### src/rtl/alux_seq_if.sv
// alux_seq_if: command/response bus between the system controller (master)
// and the alux_seq command sequencer (slave).
interface alux_seq_if;
    logic        cmd_valid;
    logic        cmd_ready;
    logic [3:0]  cmd_opr;
    logic [63:0] cmd_a;
    logic [63:0] cmd_b;
    logic        rsp_valid;
    logic        rsp_ready;
    logic [63:0] rsp_data;
    logic [3:0]  rsp_opr;
    logic        rsp_err;

    modport master (
        output cmd_valid, cmd_opr, cmd_a, cmd_b, rsp_ready,
        input  cmd_ready, rsp_valid, rsp_data, rsp_opr, rsp_err
    );

    modport slave (
        input  cmd_valid, cmd_opr, cmd_a, cmd_b, rsp_ready,
        output cmd_ready, rsp_valid, rsp_data, rsp_opr, rsp_err
    );
endinterface

### src/rtl/alux_seq.sv
// alux_seq: command FIFO, start/done issue FSM and response register for one ALUX.
// Define ALUX_SEQ_TIMEOUT_EN to build the ISSUE-state timeout (TIMEOUT cycles).
module alux_seq #(
    parameter int DEPTH   = 4,
    parameter int TIMEOUT = 64
) (
    input  logic        clock,
    input  logic        reset,
    alux_seq_if.slave   bus,
    output logic [63:0] alu_inA,
    output logic [63:0] alu_inB,
    output logic [3:0]  alu_opr,
    output logic        alu_start,
    input  logic        alu_done,
    input  logic [63:0] alu_outAB,
    output logic        busy
);
    localparam int AW = $clog2(DEPTH);
    localparam int CW = AW + 1;

    if (DEPTH < 2 || (DEPTH & (DEPTH - 1)) != 0 || TIMEOUT < 1) begin : g_bad_params
        $error("alux_seq: DEPTH must be a power of two >= 2 and TIMEOUT >= 1");
    end

    typedef struct packed {
        logic [3:0]  opr;
        logic [63:0] a;
        logic [63:0] b;
    } cmd_t;

    typedef enum logic [1:0] {
        S_IDLE,
        S_ISSUE,
        S_CAPTURE,
        S_RESP
    } state_t;

    state_t         state;
    cmd_t           mem [DEPTH];
    cmd_t           cmd_in;
    cmd_t           head;
    logic [AW-1:0]  wr_ptr;
    logic [AW-1:0]  rd_ptr;
    logic [CW-1:0]  count;
    logic           push;
    logic           pop;
    logic           rsp_valid_q;
    logic [63:0]    rsp_data_q;
    logic [3:0]     rsp_opr_q;

`ifdef ALUX_SEQ_TIMEOUT_EN
    localparam int TW = $clog2(TIMEOUT + 1);
    logic [TW-1:0]  timer;
    logic           rsp_err_q;
    assign bus.rsp_err = rsp_err_q;
`else
    assign bus.rsp_err = 1'b0;
`endif

    assign cmd_in        = {bus.cmd_opr, bus.cmd_a, bus.cmd_b};
    assign head          = mem[rd_ptr];
    assign bus.cmd_ready = (count != CW'(DEPTH));
    assign push          = bus.cmd_valid && bus.cmd_ready;
    // A new command is only launched once the previous response has been taken.
    assign pop           = (state == S_IDLE) && (count != '0) && !rsp_valid_q;
    assign busy          = (state != S_IDLE) || (count != '0);

    assign bus.rsp_valid = rsp_valid_q;
    assign bus.rsp_data  = rsp_data_q;
    assign bus.rsp_opr   = rsp_opr_q;

    // NOTE: FIFO storage has no reset; occupancy is defined by the pointers and count alone.
    always_ff @(posedge clock) begin
        if (push) begin
            mem[wr_ptr] <= cmd_in;
        end
    end

    // NOTE: all state registers use non-blocking assignments so every block sees pre-edge values.
    always_ff @(posedge clock or posedge reset) begin
        if (reset) begin
            wr_ptr <= '0;
            rd_ptr <= '0;
            count  <= '0;
        end else begin
            if (push) begin
                wr_ptr <= wr_ptr + AW'(1);
            end
            if (pop) begin
                rd_ptr <= rd_ptr + AW'(1);
            end
            case ({push, pop})
                2'b10:   count <= count + CW'(1);
                2'b01:   count <= count - CW'(1);
                default: count <= count;
            endcase
        end
    end

    always_ff @(posedge clock or posedge reset) begin
        if (reset) begin
            state       <= S_IDLE;
            alu_inA     <= '0;
            alu_inB     <= '0;
            alu_opr     <= '0;
            alu_start   <= 1'b0;
            rsp_valid_q <= 1'b0;
            rsp_data_q  <= '0;
            rsp_opr_q   <= '0;
`ifdef ALUX_SEQ_TIMEOUT_EN
            timer       <= '0;
            rsp_err_q   <= 1'b0;
`endif
        end else begin
            case (state)
                S_IDLE: begin
                    if (pop) begin
                        alu_inA   <= head.a;
                        alu_inB   <= head.b;
                        alu_opr   <= head.opr;
                        alu_start <= 1'b1;
                        state     <= S_ISSUE;
`ifdef ALUX_SEQ_TIMEOUT_EN
                        timer     <= '0;
`endif
                    end
                end

                S_ISSUE: begin
                    // done takes priority over an expiring timeout on the same cycle
                    if (alu_done) begin
                        alu_start <= 1'b0;
                        state     <= S_CAPTURE;
                    end
`ifdef ALUX_SEQ_TIMEOUT_EN
                    else if (timer == TW'(TIMEOUT - 1)) begin
                        alu_start   <= 1'b0;
                        rsp_data_q  <= '0;
                        rsp_opr_q   <= alu_opr;
                        rsp_err_q   <= 1'b1;
                        rsp_valid_q <= 1'b1;
                        state       <= S_RESP;
                    end else begin
                        timer <= timer + TW'(1);
                    end
`endif
                end

                S_CAPTURE: begin
                    // ALUX updates outAB one edge after done, so it is sampled here.
                    rsp_data_q  <= alu_outAB;
                    rsp_opr_q   <= alu_opr;
                    rsp_valid_q <= 1'b1;
`ifdef ALUX_SEQ_TIMEOUT_EN
                    rsp_err_q   <= 1'b0;
`endif
                    state       <= S_RESP;
                end

                S_RESP: begin
                    if (bus.rsp_ready) begin
                        rsp_valid_q <= 1'b0;
                        state       <= S_IDLE;
                    end
                end

                default: state <= S_IDLE;
            endcase
        end
    end
endmodule

### src/flat_wrapper.sv
// flat-port wrapper written by rule: the top's interface ports become plain ports
module alux_seq_flat 
#(
    parameter int DEPTH   = 4,
    parameter int TIMEOUT = 64
)
  (clock, reset, alu_inA, alu_inB, alu_opr, alu_start, alu_done, alu_outAB, busy, bus_cmd_valid, bus_cmd_opr, bus_cmd_a, bus_cmd_b, bus_rsp_ready, bus_cmd_ready, bus_rsp_valid, bus_rsp_data, bus_rsp_opr, bus_rsp_err);
  alux_seq_if bus_i ();
  input  logic clock;
  input  logic reset;
  output logic [63:0] alu_inA;
  output logic [63:0] alu_inB;
  output logic [3:0] alu_opr;
  output logic alu_start;
  input  logic alu_done;
  input  logic [63:0] alu_outAB;
  output logic busy;
  input wire logic [$bits(bus_i.cmd_valid)-1:0] bus_cmd_valid;
  input wire logic [$bits(bus_i.cmd_opr)-1:0] bus_cmd_opr;
  input wire logic [$bits(bus_i.cmd_a)-1:0] bus_cmd_a;
  input wire logic [$bits(bus_i.cmd_b)-1:0] bus_cmd_b;
  input wire logic [$bits(bus_i.rsp_ready)-1:0] bus_rsp_ready;
  output wire logic [$bits(bus_i.cmd_ready)-1:0] bus_cmd_ready;
  output wire logic [$bits(bus_i.rsp_valid)-1:0] bus_rsp_valid;
  output wire logic [$bits(bus_i.rsp_data)-1:0] bus_rsp_data;
  output wire logic [$bits(bus_i.rsp_opr)-1:0] bus_rsp_opr;
  output wire logic [$bits(bus_i.rsp_err)-1:0] bus_rsp_err;
  assign bus_i.cmd_valid = bus_cmd_valid;
  assign bus_i.cmd_opr = bus_cmd_opr;
  assign bus_i.cmd_a = bus_cmd_a;
  assign bus_i.cmd_b = bus_cmd_b;
  assign bus_i.rsp_ready = bus_rsp_ready;
  assign bus_cmd_ready = bus_i.cmd_ready;
  assign bus_rsp_valid = bus_i.rsp_valid;
  assign bus_rsp_data = bus_i.rsp_data;
  assign bus_rsp_opr = bus_i.rsp_opr;
  assign bus_rsp_err = bus_i.rsp_err;
  alux_seq #(.DEPTH(DEPTH), .TIMEOUT(TIMEOUT)) u_core (.clock(clock), .reset(reset), .bus(bus_i), .alu_inA(alu_inA), .alu_inB(alu_inB), .alu_opr(alu_opr), .alu_start(alu_start), .alu_done(alu_done), .alu_outAB(alu_outAB), .busy(busy));
endmodule
### config.mk
export PLATFORM = sky130hd
export DESIGN_NAME = alux_seq_flat
export DESIGN_NICKNAME = d
export VERILOG_FILES = /design/src/rtl/alux_seq_if.sv /design/src/rtl/alux_seq.sv /design/src/flat_wrapper.sv
export SDC_FILE = /design/constraint.sdc
export NUM_CORES = 1
export LEC_CHECK = 0
export ABC_AREA = 0
export BUFFER_PORTS_ARGS = -buffer_cell sky130_fd_sc_hd__buf_2
export CAP_MARGIN = 5
export CORE_MARGIN = 2
export CORE_UTILIZATION = 35
export CTS_BUF_LIST = sky130_fd_sc_hd__clkbuf_4 sky130_fd_sc_hd__clkbuf_8
export DETAILED_ROUTE_END_ITERATION = 8
export PLACE_DENSITY = 0.57
export SLEW_MARGIN = 10
export SYNTH_ARGS = -nofsm -noshare
export SYNTH_HDL_FRONTEND = slang
export SYNTH_SLANG_ARGS = --single-unit
### constraint.sdc
create_clock -name clock -period 9 [get_ports clock]
set_input_delay 0.9 -clock clock [delete_from_list [all_inputs] [get_ports clock]]
set_output_delay 0.9 -clock clock [all_outputs]
set_load 0.01 [all_outputs]
# Word-level counts from Yosys, hierarchy flattened
# Memory sizes are Yosys's and may differ from the RTL's. A register that Yosys moved wholly into a read port is not among the register bits.
# Index checks and enable logic that the tools add are counted.
# Widths: inputs -> output; s select.
# word_totals
inputBits	201
latchBits	0
wordCells	49
out_inout_bits	205
n_memories	1
ff_bits	79
ramBits	528
mem_bits_ro	0
# op_classes
shifts	0
eq_ne	9
reduce_logical	15
n_div	0
n_addsub	4
mul	0
order_cmp	0
bitwise_logic	0
muxes	12
# mem_list
memory	depth	word_bits	read_ports	rd_clocked_by_memory_dff	write_ports	line	rtl
u_core.mem	4	132	1	1	1	alux_seq.sv:39	cmd_t mem [DEPTH];
# ops
op	count
$pmux 2 s4	1
$reduce_bool 2->1	4
$eq 2x2->1 const B	3
$mux 2	3
$pmux 3 s2	1
$reduce_and 3->1	2
$mux 1	5
$add 2x1->2 const B	2
$eq 2x1->1 const B	2
$ne 2x2->1 const B	2
$pmux 1 s2	2
$reduce_and 2->1	2
$add 3x1->3 const B	1
$logic_and 1x1->1	3
$ne 3x3->1 const B	1
$reduce_bool 3->1	1
$sub 3x1->3 const B	1
$logic_not 2->1	1
$ne 2x1->1 const B	1
$logic_not 1->1	1
$logic_or 1x1->1	1

# Logic depth before layout (Yosys ltp)
# Gate-level depths: netlist of the first run.
# logic_depth
depth_word	5
mapped_depth	12
ltp_nobuf	9

# Worst setup path after synthesis of the first run
# Ideal clock, no wire load.
# synth_path
kind	input to register
startpoint	input port bus_cmd_valid
endpoint	memory u_core.mem[0][0] (netlist name) (enable)
path_buffers	0
setup_ns	0.508
arrival_time_ns	3.971
stages	1
required_time_ns	8.492
setup_slack_ns	4.521
cell_sequence	and3_1
# synth_via
elab_chain_len	3
# synth_lines
item	line	rtl
from (decl)	flat_wrapper.sv:18	input wire logic [$bits(bus_i.cmd_valid)-1:0] bus_cmd_valid;
$logic_and 1x1->1	alux_seq.sv:63	assign push = bus.cmd_valid && bus.cmd_ready;
$mux 1	alux_seq.sv:74	if (push) begin
$mux 1 (not written as such)	alux_seq.sv:75	mem[wr_ptr] <= cmd_in;
to (decl)	alux_seq.sv:39	
# No other way between the ends.

# Final worst setup path of the first run
# layout_path
startpoint	register u_core.state[0]
endpoint	output port busy
# layout_via
elab_chain_len	2
# layout_lines
item	line	rtl
from (decl)	alux_seq.sv:38	state_t state;
from (signal assigned)	alux_seq.sv:102	state <= S_IDLE;
from (signal assigned)	alux_seq.sv:122	state <= S_ISSUE;
from (signal assigned)	alux_seq.sv:133	state <= S_CAPTURE;
$reduce_bool 2->1	alux_seq.sv:66	assign busy = (state != S_IDLE) || (count != '0);
$logic_or 1x1->1	alux_seq.sv:66	
to (decl)	flat_wrapper.sv:17	output logic busy;
# No other way between the ends.

==> run metrics, run 1 <==
synth warn=0; final setup violation count=0; CTS tree=done; Die Area=0.0797 mm^2; cts hold-fix bufs=0; Min Clock Period, post-route=3.05 ns; Tightest Pin Transition=0.997 ns; max-slew violation count=0; worst-case clock buffer depth=3; Synth cell types=30; Multi-input gate area=between 0.005 and 0.006 mm^2; Setup CP Type=flop to output port; RSZ-0062 raised after global routing=false; wire per inst=21.2 um; Overflow after GRT=0; core area=slightly below 0.08 mm^2; Power Dens Cells=347 mW/mm^2; Final Skew=between 0.02 and 0.025 ns; DR vias/cell=~4.7; maximum vdd ir drop=0.214 mV; initial antenna violation count=24; Mapped Area=0.0271 mm^2; slew margin rel.=33.6%; Final ANT Viol Nets=0; Syn Area/Cell=23.0 um^2; CP Cell Sequence=inv_1 > ha_1 > or4b_1 > buf_2; GR Util All Layers=14.9%; setup TNS=0 ns; P&R area growth vs syn=21.8%; worst min path class=input pin to async pin; drt drc=0; Final HPWL DP=34500 um; NumNets Final=1877; Clock Latency Late Sink=slightly above 0.7 ns; Cells after Synth=1178; PortBufs=404; Max Cap Viol=0; initial DRC count=584; clock sinks=about 740; Post-CTS Setup Repair Bufs=0; gp weighted congestion=0.676; vias in the first global route=around 14000; DRT Pass-1 Iters=4; syn nets=1390; highest-count cells in the layout ignoring fill and taps=edfxtp_1, buf_2, dfrtp_1; CP Data Arrival Time=about 2.2 ns; largest net degree at the start of global routing=between 100 and 150; Power, Total=11500 uW; register area share after synthesis=78.0%; fin crit share=33.9%; leak pwr=0.0123 uW; Fillers=6884; Initial Util=35.2%; Place WS=6.01 ns; I/O pin count=406; status=completed; final WL=around 60000 um; Critical Path Max Stage Delay=0.51 ns; setup ws final=5.95 ns; H-tree levels=3; CTS Root Cell=clkbuf_8; chip height=282 um; share of cells above drive strength 1=a little under three fifths; Max Clk Rate=327 MHz; first-pass GRT wire length=87800 um; DR vias=13200; most common cell after layout, fill and taps aside=edfxtp_1; clk slew on worst S/H paths=0.06 ns; Hold Fails Final Rpt=0; type of origin of the critical path=flop; Worst Setup End Kind=output port; die width=282 um; #FFs+latches synth=739; FF+latch area=0.0211 mm^2; Worst Path Required=8.10 ns; # resized after CTS=0; CP Max Fanout=4; Critical-path top delay cell=or4b_1; # rows=102; Num CTS Buffers=120
[worst paths after layout]
check / depth (start not counted) / to / startpoint / slack (ns)
max reg2reg: 3 / u_core.alu_inA[8]$_DFFE_PP0P_ / u_core.rd_ptr[0]$_DFFE_PP0P_ / 6.33
min: 2 / u_core.alu_inA[38]$_DFFE_PP0P_ / reset / 0.27
max: 4 / busy / u_core.state[0]$_DFFE_PP0P_ / 5.95
max in group asynchronous: 3 / u_core.alu_inA[14]$_DFFE_PP0P_ / reset / 7.23
min reg2reg: 1 / u_core.bus.rsp_data[34]$_DFFE_PP0P_ / u_core.bus.rsp_data[34]$_DFFE_PP0P_ / 0.50
min in group clock: 2 / u_core.bus.rsp_valid$_DFFE_PP0P_ / bus_rsp_ready / 0.38
[sequential cells by signal, summed over array words and instances (netlist names)]
name	count
u_core.alu_inB	64
u_core.state	2
u_core.alu_start	1
u_core.bus.rsp_data	64
u_core.rd_ptr	2
u_core.bus.rsp_opr	4
u_core.bus.rsp_valid	1
u_core.count	3
u_core.wr_ptr	2
u_core.alu_inA	64
u_core.alu_opr	4
u_core.mem	528
[cells in the mapped netlist]
master | count | area (um^2)
or4b_1 | 1 | 10.0
nand2_1 | 1 | 3.75
edfxtp_1 | 528 | 15900
buf_1 | 2 | 7.51
ha_1 | 10 | 125
nand2b_1 | 3 | 18.8
and2_1 | 1 | 6.26
nor3b_1 | 1 | 7.51
or3b_1 | 1 | 8.76
clkbuf_1 | 15 | 56.3
dfrtp_1 | 211 | 5280
conb_1 | 1 | 3.75
nor2_1 | 2 | 7.51
buf_6 | 9 | 101
mux2_2 | 201 | 2260
inv_1 | 10 | 37.5
xnor2_1 | 2 | 17.5
mux2_1 | 1 | 11.3
fa_1 | 1 | 20.0
and3_1 | 4 | 25.0
mux4_2 | 132 | 2970
buf_4 | 6 | 45.0
nor3_1 | 1 | 5.00
nand4_1 | 2 | 12.5
mux2i_1 | 2 | 20.0
a21oi_1 | 2 | 10.0
xor2_1 | 4 | 35.0
nor4bb_1 | 1 | 10.0
buf_2 | 22 | 110
o211a_1 | 1 | 10.0
[per-stage QoR]
stage	hold WS, ns	cell area [um^2]	std cells	util (%)
floorplan	0.469	27100	1178	-
global placement	0.483	30300	2583	39.3
detailed placement	0.489	30300	2583	39.3
CTS	0.277	33000	2809	42.8
global route	0.276	33000	2813	42.8
finish	0.267	33000	2816	42.8
[cell families (layout without fill, tap and decap cells)]
group                    count (synthesis)  count (layout)  share of synthesized area [%]
flip-flops                             739             739                           78.0
adder cells (fa/ha/maj)                 11              11                          0.536
XOR/XNOR                                 6               6                          0.194
buffers and inverters                   64             655                           1.32
AND/OR/NAND/NOR                         18              18                          0.425
other                                    1               8                         0.0138
multiplexers                           336             336                           19.4
AO/OA/AOI/OAI                            3               3                         0.0739
[worst max-delay path: cells and delay by family, from the launching register on]
kind	cells	cell delay [ns]
simple gates	1	0.51
buf+inv	2	0.32
flops	1	0.40
fa+ha+maj	1	0.23
[layout make-up]
cell class | count | share of cell area, %
multi-input cells | 375 | 17.1
flip-flops and latches | 739 | 64.1
clock buffers | 190 | 7.11
clock inverters | 36 | 1.07
well taps | 1040 | 3.94
diodes | 7 | 0.0531
inverters | 10 | 0.137
repair buffers | 419 | 6.55
[metal layers]
| metal | GRT usage [%] | share of wire, % | vias to the layer above |
|---|---|---|---|
| met1 | 17.8 | 40 | 6817 |
| met5 | 0 | 0.30 | - |
| met3 | 5.52 | 8.7 | 132 |
| met4 | 4.75 | 2.1 | 30 |
| li1 | - | - | 5767 |
| met2 | 25.0 | 49 | 439 |
[report_power, final]
part	internal, uW	switching [uW]	leakage (uW)
combinational	1590	1590	0.00352
sequential	4700	445	0.00734
clock	1810	1330	0.00143
total	8090	3370	0.0123
(Power assumes the default switching activity.)
==> run 2, diff against run 1 <==
Clock period 9 ns to 3.1 ns, I/O delays scaled along.
==> run metrics, run 2 (synthesis gave the netlist of run 1 again) <==
Initial Util=35.2% (unchanged); Critical Path Max Stage Delay=0.52 ns (about the same); Fillers=6645 (-3.5%); fin crit share=81.4%; FF+latch area=0.0211 mm^2 (unchanged); max-slew violation count=0 (unchanged); # rows=102 (unchanged); r2r endpoint=u_core.count[2]$_DFFE_PP0P_; initial DRC count=600 (+2.7%); Setup CP Type=flop to output port; clock sinks=739 (unchanged); drt drc=0 (unchanged); Final ANT Viol Nets=0 (unchanged); GRT met2 Usage=25.4% (+0.40 points); P&R area growth vs syn=30.8%; DRT Pass-1 Iters=4 (unchanged); Power, Total=33800 uW (+200%); Max Clk Rate=396 MHz; Placed Area=0.0307 mm^2 (+1.5%); core area=0.0771 mm^2 (unchanged); final WL=60100 um (+0.53%); status=completed; vias in the first global route=15300 (+6.6%); worst-case clock buffer depth=3 (unchanged); max reg flops=528 (unchanged); die width=282 um (unchanged); Final Skew=0.0493 ns (+0.0263 ns); highest-count cells in the layout ignoring fill and taps=edfxtp_1, buf_2, dfrtp_1; largest net degree at the start of global routing=106 (-21%); leak pwr=0.0133 uW (+8.6%); Clock Latency Late Sink=0.72 ns (about the same); Critical-path top delay cell=or4b_1; Worst Path Required=2.79 ns (-5.31 ns); type of origin of the critical path=flop; initial antenna violation count=6 (-75%); CP Max Fanout=4 (unchanged); slew margin rel.=53.7% (+20 points); reg2reg start=u_core.count[0]$_DFFE_PP0P_; DR vias/cell=4.61 (-1.6%); Tightest Pin Transition=0.695 ns (-0.302 ns); RSZ-0062 raised after global routing=false; PortBufs=404 (unchanged); DR vias=14000 (+6.5%); setup TNS=0 ns (unchanged); CP Cell Sequence=inv_1 > ha_1 > or4b_1 > buf_2; Power Dens Cells=954 mW/mm^2 (+170%); maximum vdd ir drop=0.524 mV (+150%); first-pass GRT wire length=88400 um (+0.70%); gp weighted congestion=0.688 (+1.7%); r2r setup slk=0.79 ns (-5.54 ns); Hold Fails Final Rpt=0 (unchanged); cts hold-fix bufs=200 (+200); clk slew on worst S/H paths=0.06 ns (about the same); Multi-input gate area=0.00563 mm^2 (unchanged); most common cell after layout, fill and taps aside=edfxtp_1; worst min path class=input pin to async pin; Min Clock Period, post-route=2.52 ns; final setup violation count=0 (unchanged); I/O pin count=406 (unchanged); Top reg by flops=u_core.mem; Final HPWL DP=35900 um (+3.9%); final core utilization=46.0% (+3.2 points); Worst Setup End Kind=output port; share of cells above drive strength 1=50.4% (-4.9 points); grt met3 use=4.44% (-1.1 points); # resized after CTS=0 (unchanged); CP Data Arrival Time=2.21 ns (+0.06 ns); wire per inst=19.7 um (-7.1%); busiest layer in global routing=met2; Overflow after GRT=0 (unchanged); fin area=0.0354 mm^2 (+7.4%); H-tree levels=3 (unchanged); Post-CTS Setup Repair Bufs=0 (unchanged); Num CTS Buffers=121 (+0.83%); chip height=282 um (unchanged); Max Cap Viol=0 (unchanged); GR Util All Layers=14.7% (-0.18 points); CTS tree=done; met1 Resource Use GR=17.6% (-0.26 points); Die Area=0.0797 mm^2 (unchanged); NumNets Final=2107 (+12%); FF-to-FF path depth=9 (+6); CTS Root Cell=clkbuf_8
-- run 2: changes by cell type in the layout (fill, tap and decap cells not counted), moves of 3 or more --
cell / change
clkbuf_4: +6
buf_12: +19
diode_2: -3
buf_4: +10
inv_12: +3
dlygate4sd3_1: +200
clkinv_1: +3
-- run 2: critical path: cells and delay by family (launching register included) --
kind / cells / cell delay [ns]
and+or+nand+nor: 1 / 0.52
DFF: 1 / 0.41
adders and majority gates: 1 / 0.23
buffers and inverters: 2 / 0.34
-- run 2: final cells by class --
| cell class | instances | share of cell area, % |
|---|---|---|
| inverters | 10 | 0.117 |
| multi-input cells | 375 | 15.9 |
| diodes | 4 | 0.0282 |
| flip-flops and latches | 739 | 59.7 |
| repair buffers | 648 | 13.0 |
| well taps | 1040 | 3.67 |
| clock buffers | 197 | 6.79 |
| clock inverters | 35 | 0.823 |
-- run 2: metrics by stage --
stage / hold slack [ns] / worst slack (ns) / instances
2_1_floorplan: 0.400 / 0.0478 / 1178
3_3_place_gp: 0.273 / 0.814 / 2612
3_5_place_dp: 0.268 / 0.781 / 2612
4_1_cts: 0.0322 / 0.453 / 3044
5_1_grt: 0.0853 / 0.425 / 3048
6_report: 0.130 / 0.576 / 3048
-- run 2: worst max-delay path by stage --
stage / start / end / depth (start not counted)
detailed placement: u_core.count[0]$_DFFE_PP0P_ / u_core.count[2]$_DFFE_PP0P_ / 9
global placement: u_core.count[0]$_DFFE_PP0P_ / u_core.count[2]$_DFFE_PP0P_ / 9
CTS: u_core.state[0]$_DFFE_PP0P_ / busy / 4
floorplan: reset / u_core.alu_inA[0]$_DFFE_PP0P_ / 1
finish: u_core.state[0]$_DFFE_PP0P_ / busy / 4
global route: u_core.state[0]$_DFFE_PP0P_ / busy / 4
-- run 2: per-layer routing --
layer,share of wire (%),vias to the layer above
met5,0.045,-
met4,2.0,4
met3,7.6,104
met2,50,430
met1,41,7268
li1,-,6234
-- run 2: power by group --
part / switching, uW / total (uW) / internal [uW] / leakage, uW
Clock: 3860 / 9050 / 5190 / 0.00144
Sequential: 1160 / 14800 / 13600 / 0.00734
Combinational: 4890 / 10000 / 5110 / 0.00456
Total: 9910 / 33800 / 23900 / 0.0133
